**config.mk**
```make
export PLATFORM = sky130hd
export DESIGN_NAME = mem_resp_ctrl
export DESIGN_NICKNAME = d
export VERILOG_FILES = /design/src/rtl/mem_bus_pkg.sv /design/src/rtl/mem_resp_ctrl.sv
export SDC_FILE = /design/constraint.sdc
export NUM_CORES = 1
export LEC_CHECK = 0
export ABC_CLOCK_PERIOD_IN_PS = 5600
export BUFFER_PORTS_ARGS = -buffer_cell sky130_fd_sc_hd__buf_2
export CORE_MARGIN = 4
export CORE_UTILIZATION = 48
export DETAILED_ROUTE_END_ITERATION = 8
export PLACE_DENSITY = 0.87
export RECOVER_POWER = 25
export SYNTH_ARGS = -nofsm -noshare
export SYNTH_HDL_FRONTEND = slang
export SYNTH_SLANG_ARGS = --single-unit
```
**constraint.sdc**
```tcl
create_clock -name clk -period 5.6 [get_ports clk]
set_input_delay 1.12 -clock clk [delete_from_list [all_inputs] [get_ports clk]]
set_output_delay 1.12 -clock clk [all_outputs]
set_load 0.02 [all_outputs]
```
**src/rtl/mem_bus_pkg.sv**
```systemverilog
// Shared definitions for the CPU-to-memory response controller: FSM state
// encoding, region decode bit and default ROM/RAM latencies.
package mem_bus_pkg;

  typedef enum logic [1:0] {
    IDLE    = 2'd0,
    ROM_ACC = 2'd1,
    RAM_ACC = 2'd2,
    RESP    = 2'd3
  } state_e;

  // addr[REGION_BIT]=1 selects RAM, 0 selects ROM
  localparam int unsigned REGION_BIT  = 11;
  localparam int unsigned CNT_W       = 4;
  localparam int unsigned ROM_LAT_DEF = 1;
  localparam int unsigned RAM_LAT_DEF = 2;

endpackage

```
**src/rtl/mem_resp_ctrl.sv**
```systemverilog
// Single-outstanding CPU access controller in front of a ROM (addr[11]=0)
// and a RAM (addr[11]=1); one ack per accepted request, err on ROM writes.
module mem_resp_ctrl
  import mem_bus_pkg::*;
#(
  parameter int unsigned DATA_W  = 32,
  parameter int unsigned ROM_LAT = ROM_LAT_DEF,
  parameter int unsigned RAM_LAT = RAM_LAT_DEF
) (
  input  logic              clk,
  input  logic              rst,
  input  logic              req,
  input  logic              we,
  input  logic [11:0]       addr,
  input  logic [DATA_W-1:0] wdata,
  output logic              busy,
  output logic              ack,
  output logic              err,
  output logic [DATA_W-1:0] rdata,
  output logic              rom_en,
  output logic              ram_en,
  output logic              ram_we,
  output logic [10:0]       mem_addr,
  output logic [DATA_W-1:0] mem_wdata,
  input  logic [DATA_W-1:0] rom_rdata,
  input  logic [DATA_W-1:0] ram_rdata
);

  localparam logic [CNT_W-1:0] ROM_CNT = CNT_W'(ROM_LAT - 1);
  localparam logic [CNT_W-1:0] RAM_CNT = CNT_W'(RAM_LAT - 1);

  state_e            state_q, state_d;
  logic [CNT_W-1:0]  cnt_q, cnt_d;
  logic              we_q, we_d;
  logic              ram_sel_q, ram_sel_d;
  logic              err_q, err_d;
  logic              rom_en_q, rom_en_d;
  logic              ram_en_q, ram_en_d;
  logic              ram_we_q, ram_we_d;
  logic [10:0]       mem_addr_q, mem_addr_d;
  logic [DATA_W-1:0] mem_wdata_q, mem_wdata_d;
  logic [DATA_W-1:0] rdata_q, rdata_d;

  always_comb begin
    state_d     = state_q;
    cnt_d       = cnt_q;
    we_d        = we_q;
    ram_sel_d   = ram_sel_q;
    err_d       = err_q;
    rom_en_d    = 1'b0;
    ram_en_d    = 1'b0;
    ram_we_d    = 1'b0;
    mem_addr_d  = mem_addr_q;
    mem_wdata_d = mem_wdata_q;
    rdata_d     = rdata_q;

    unique case (state_q)
      IDLE: begin
        err_d = 1'b0;
        if (req) begin
          we_d        = we;
          ram_sel_d   = addr[REGION_BIT];
          mem_addr_d  = addr[10:0];
          mem_wdata_d = wdata;
          if (addr[REGION_BIT]) begin
            state_d  = RAM_ACC;
            ram_en_d = 1'b1;
            ram_we_d = we;
            cnt_d    = RAM_CNT;
          end else if (we) begin
            // ROM is read-only: refuse immediately without touching memory
            state_d = RESP;
            err_d   = 1'b1;
          end else begin
            state_d  = ROM_ACC;
            rom_en_d = 1'b1;
            cnt_d    = ROM_CNT;
          end
        end
      end
      ROM_ACC, RAM_ACC: begin
        if (cnt_q == '0) begin
          state_d = RESP;
          if (!we_q) begin
            rdata_d = ram_sel_q ? ram_rdata : rom_rdata;
          end
        end else begin
          cnt_d = cnt_q - CNT_W'(1);
        end
      end
      RESP: begin
        state_d = IDLE;
      end
      default: state_d = IDLE;
    endcase
  end

  always_ff @(posedge clk) begin
    if (rst) begin
      state_q     <= IDLE;
      cnt_q       <= '0;
      we_q        <= 1'b0;
      ram_sel_q   <= 1'b0;
      err_q       <= 1'b0;
      rom_en_q    <= 1'b0;
      ram_en_q    <= 1'b0;
      ram_we_q    <= 1'b0;
      mem_addr_q  <= '0;
      mem_wdata_q <= '0;
      rdata_q     <= '0;
    end else begin
      state_q     <= state_d;
      cnt_q       <= cnt_d;
      we_q        <= we_d;
      ram_sel_q   <= ram_sel_d;
      err_q       <= err_d;
      rom_en_q    <= rom_en_d;
      ram_en_q    <= ram_en_d;
      ram_we_q    <= ram_we_d;
      mem_addr_q  <= mem_addr_d;
      mem_wdata_q <= mem_wdata_d;
      rdata_q     <= rdata_d;
    end
  end

  assign busy      = (state_q != IDLE);
  assign ack       = (state_q == RESP);
  assign err       = ack & err_q;
  assign rdata     = rdata_q;
  assign rom_en    = rom_en_q;
  assign ram_en    = ram_en_q;
  assign ram_we    = ram_we_q;
  assign mem_addr  = mem_addr_q;
  assign mem_wdata = mem_wdata_q;

endmodule

```
==> run_results.csv <==
group,metric,value,unit
routing,dr.pass1.iters,6,
grt,grt_pass1_wl,14800,µm
power_and_ir_drop,p_comb_share,46.2,%
worst_setup_path,crit_path_start_kind,"primary input",
worst_hold_path,hold_depth,2,
final_layout,final_layout_size_suffix_gt1_share,41.2,%
clocking,cts_hold_buf,0,
clocking,post_cts_buffers,0,
floorplan,start_util,49.6,%
routing,vias,3407,
worst_setup_path,cp_cell_sequence,"clkbuf_1 -> and2_0 -> clkbuf_1 -> nand2_1 -> a21oi_1",
floorplan,fp.dieArea,8980,µm²
grt,grt_max_degree,86,
logic_synthesis,synth-seq-area-share,48.2,%
power_and_ir_drop,ir_drop,0.000347,V
sta,rsz0062_at_grt,"false",
logic_synthesis,synth_top_cell_area_share,48.2,%
worst_setup_path,path_max_fanout,45,
power_and_ir_drop,p_int,1.49,mW
placed_design,place_inst,666,
sta,setup_viol,0,
placed_design,io_buffers,192,
worst_setup_path,cp.required,5.87,ns
power_and_ir_drop,p_sw,1.09,mW
floorplan,die_w,94.8,µm
clocking,clkTransAtPathRegs,0.09,ns
power_and_ir_drop,leakagePower,2.20,nW
job,maxCapViolations,1,
worst_setup_path,critical_path_class,"in2reg",
clocking,cts_tree,"done",
placed_design,gp_congestion,0.759,
power_and_ir_drop,p_sw_share,42.2,%
routing,drcViolationCount,0,
worst_setup_path,reg2reg_depth,6,
floorplan,core-area,7290,µm²
logic_synthesis,syn_inst,400,
final_layout,multi_input_comb_area,1700,µm²
logic_synthesis,synth_top_area_cell,"dfxtp_1",
clocking,post_cts_resized,0,
clocking,cts_sinks,87,
worst_hold_path,hold_class,"reg2reg",
status,outcome,"finished, violations left",
sta,layout_setup_ws,2.60,ns
grt,grt_overflow,0,
grt,grt_pass1_vias,3143,
final_layout,diodes,0,
sta,finalSetupTns,0,ns
placed_design,dpl.hpwl,7070,µm
logic_synthesis,synth_nets,516,
sta,max_freq,333,MHz
sta,fin_crit_sh,53.6,%
worst_setup_path,cp_common_cell,"clkbuf_1",
routing,via_per_inst,5.00,
final_layout,synthToLayoutAreaGrowth,33.1,%
sta,fin_worst_skew,0.00916,ns
logic_synthesis,synth-seq-cells,87,
final_layout,final_cells,682,
routing,drt-total-wl,9420,µm
floorplan,ios,193,
worst_hold_path,min_from,"mem_wdata[28]",
logic_synthesis,netlist_area,3610,µm²
grt,grt_usage,20.7,%
worst_setup_path,crit_family,"buffers and inverters",
power_and_ir_drop,pwr-share-seq,34.7,%
worst_setup_path,max_stage_delay,1.32,ns
logic_synthesis,yosys_warnings,0,
worst_setup_path,reg2reg_to,"mem_wdata[1]",
power_and_ir_drop,total_power,2.57,mW
sta,relSlewSlack,-20.3,%
clocking,cts-root-buf,"clkbuf_8",
logic_synthesis,synth_cell_types,36,
sta,hold_viol,0,
logic_synthesis,syn_area_per_cell,9.04,µm²
worst_setup_path,cp-end-kind,"flip-flop",
final_layout,nNetsFinal,694,
worst_setup_path,cp.buffers_inverters,2,
final_layout,seq_area,1740,µm²
worst_setup_path,critPathSlowestCell,"clkbuf_1",
final_layout,fillers,593,
floorplan,fp.dieH,94.8,µm
clocking,clk_latency,0.35,ns
clocking,clk_path_buf_depth,2,
routing,detail-route-antenna-nets,0,
power_and_ir_drop,p_per_area,535,nW/µm²
floorplan,num_rows,31,
sta,slew_violations,46,
routing,wire_per_inst,13.8,µm
worst_setup_path,arrival,3.27,ns
placed_design,post-place-ws,2.85,ns
sta,fin_crit,3.00,ns
sta,tightest_slew,1.80,ns
worst_setup_path,r2r-start,"state_q[0]",
routing,first_iter_violations,146,
grt,antenna_found_initial,0,
status,violations,"capacitance limit, slew limit",
power_and_ir_drop,p_clk_share,19.1,%
clocking,htree_num_levels,3,
worst_hold_path,worst_hold_path.endpoint,"mem_wdata[28]",
clocking,cts_buffers,9,
logic_synthesis,synth_area_leaders,"dfxtp_1, nand2_1, a211oi_2, mux2i_1, a21oi_1",
worst_setup_path,r2r_slack,2.85,ns
-- tightest hold or removal path, stage by stage, from the launching register on --
cell     delay (ns)
dfxtp_1        0.31
nand2_1        0.05
a21oi_1        0.05
-- cell usage after synthesis --
master,n
a211o_1,1
a211oi_1,4
a211oi_2,28
a21boi_0,2
a21o_1,1
a21oi_1,48
a32oi_1,1
a41oi_1,1
and2_1,3
and3_1,2
buf_1,4
buf_2,1
buf_4,3
buf_6,3
clkbuf_1,17
dfxtp_1,87
ha_1,4
inv_1,9
mux2i_1,32
nand2_1,94
nand2b_1,2
nand3_1,1
nand3b_1,1
nand4_1,2
nor2_1,36
nor3_1,3
nor3_4,1
nor3b_1,1
nor4b_1,1
o211a_1,1
o21ai_0,1
o221a_2,1
o22ai_1,1
o31ai_1,1
or3_1,1
or3b_1,1
-- sequential cells by signal, indices dropped and copies added (netlist names) --
signal / flops
cnt_q: 4
ram_we: 1
mem_addr: 11
we_q: 1
rom_en: 1
err_q: 1
rdata: 32
state_q: 2
mem_wdata: 32
ram_sel_q: 1
ram_en: 1
-- worst max-delay path by stage --
| stage | from | end | slack (ns) | cells after the start |
|---|---|---|---|---|
| finish | req | mem_wdata[1] | 2.60 | 5 |
| global route | req | mem_addr[1] | 2.27 | 5 |
| CTS | state_q[0] | busy | 3.09 | 4 |
| detailed placement | rst | cnt_q[3] | 2.85 | 5 |
| global placement | rst | cnt_q[3] | 2.91 | 5 |
| floorplan | req | mem_addr[7] | 3.55 | 5 |
-- area by class of cell --
| cell class | count | area share, % |
|---|---|---|
| Multi-Input combinational cell | 276 | 35.3 |
| Inverter | 9 | 0.702 |
| Tap cell | 99 | 2.57 |
| Clock buffer | 10 | 2.86 |
| Timing Repair Buffer | 195 | 20.4 |
| Sequential cell | 87 | 36.2 |
| Clock inverter | 6 | 1.92 |
-- cell usage in the layout (no fill, tap or decap), types with 2 or more instances in the layout --
cell type     n
buf_2       190
a21boi_0      2
clkbuf_1      2
nand2_1      94
and3_1        2
dfxtp_1      86
a211oi_1      4
inv_1         9
buf_4         3
clkbuf_8     10
nand2b_1      2
mux2i_1      32
nor3_1        3
a21oi_1      48
nand4_1       2
bufinv_16     2
clkinvlp_4    2
nor2_1       36
and2_1        2
a211oi_2     28
ha_1          4
-- logic make-up (layout without fill, tap and decap cells) --
kind of cell	after synthesis	in the layout	share of synthesized area, %
AOI/OAI and AO/OA	91	91	19.6
adders and majority gates	4	4	1.38
buffers and inverters	37	220	4.81
DFF	87	87	48.2
muxes	32	32	8.86
and+or+nand+nor	149	149	17.1
-- power groups by stage --
| stage | Combinational (mW) | Clock, mW | Sequential, mW |
|---|---|---|---|
| global route | 1.32 | 0.535 | 0.917 |
| detailed placement | 1.20 | 0 | 0.907 |
| finish | 1.19 | 0.490 | 0.892 |
| global placement | 1.16 | 0 | 0.899 |
| floorplan | 0.745 | 0 | 1.08 |
| CTS | 1.21 | 0.504 | 0.894 |
-- layer usage --
metal / track usage, % / wire [µm] / vias up / share of wire (%)
met5: 0 / 0 / - / 0
met1: 24.5 / 3640 / 1520 / 39
met3: 7.17 / 1070 / 13 / 11
met4: 7.93 / 176 / 0 / 1.9
li1: - / - / 1720 / -
met2: 34.5 / 4530 / 154 / 48
-- metrics by stage --
stage | area [µm²] | hold slack [ns] | util, %
after floorplan | 3610 | 0.446 | -
after global placement | 4590 | 0.438 | 62.9
after detailed placement | 4590 | 0.445 | 62.9
after CTS | 4820 | 0.457 | 66.0
after global routing | 4810 | 0.473 | 66.0
final | 4810 | 0.453 | 66.0
Power figures use the tool's default switching activity.
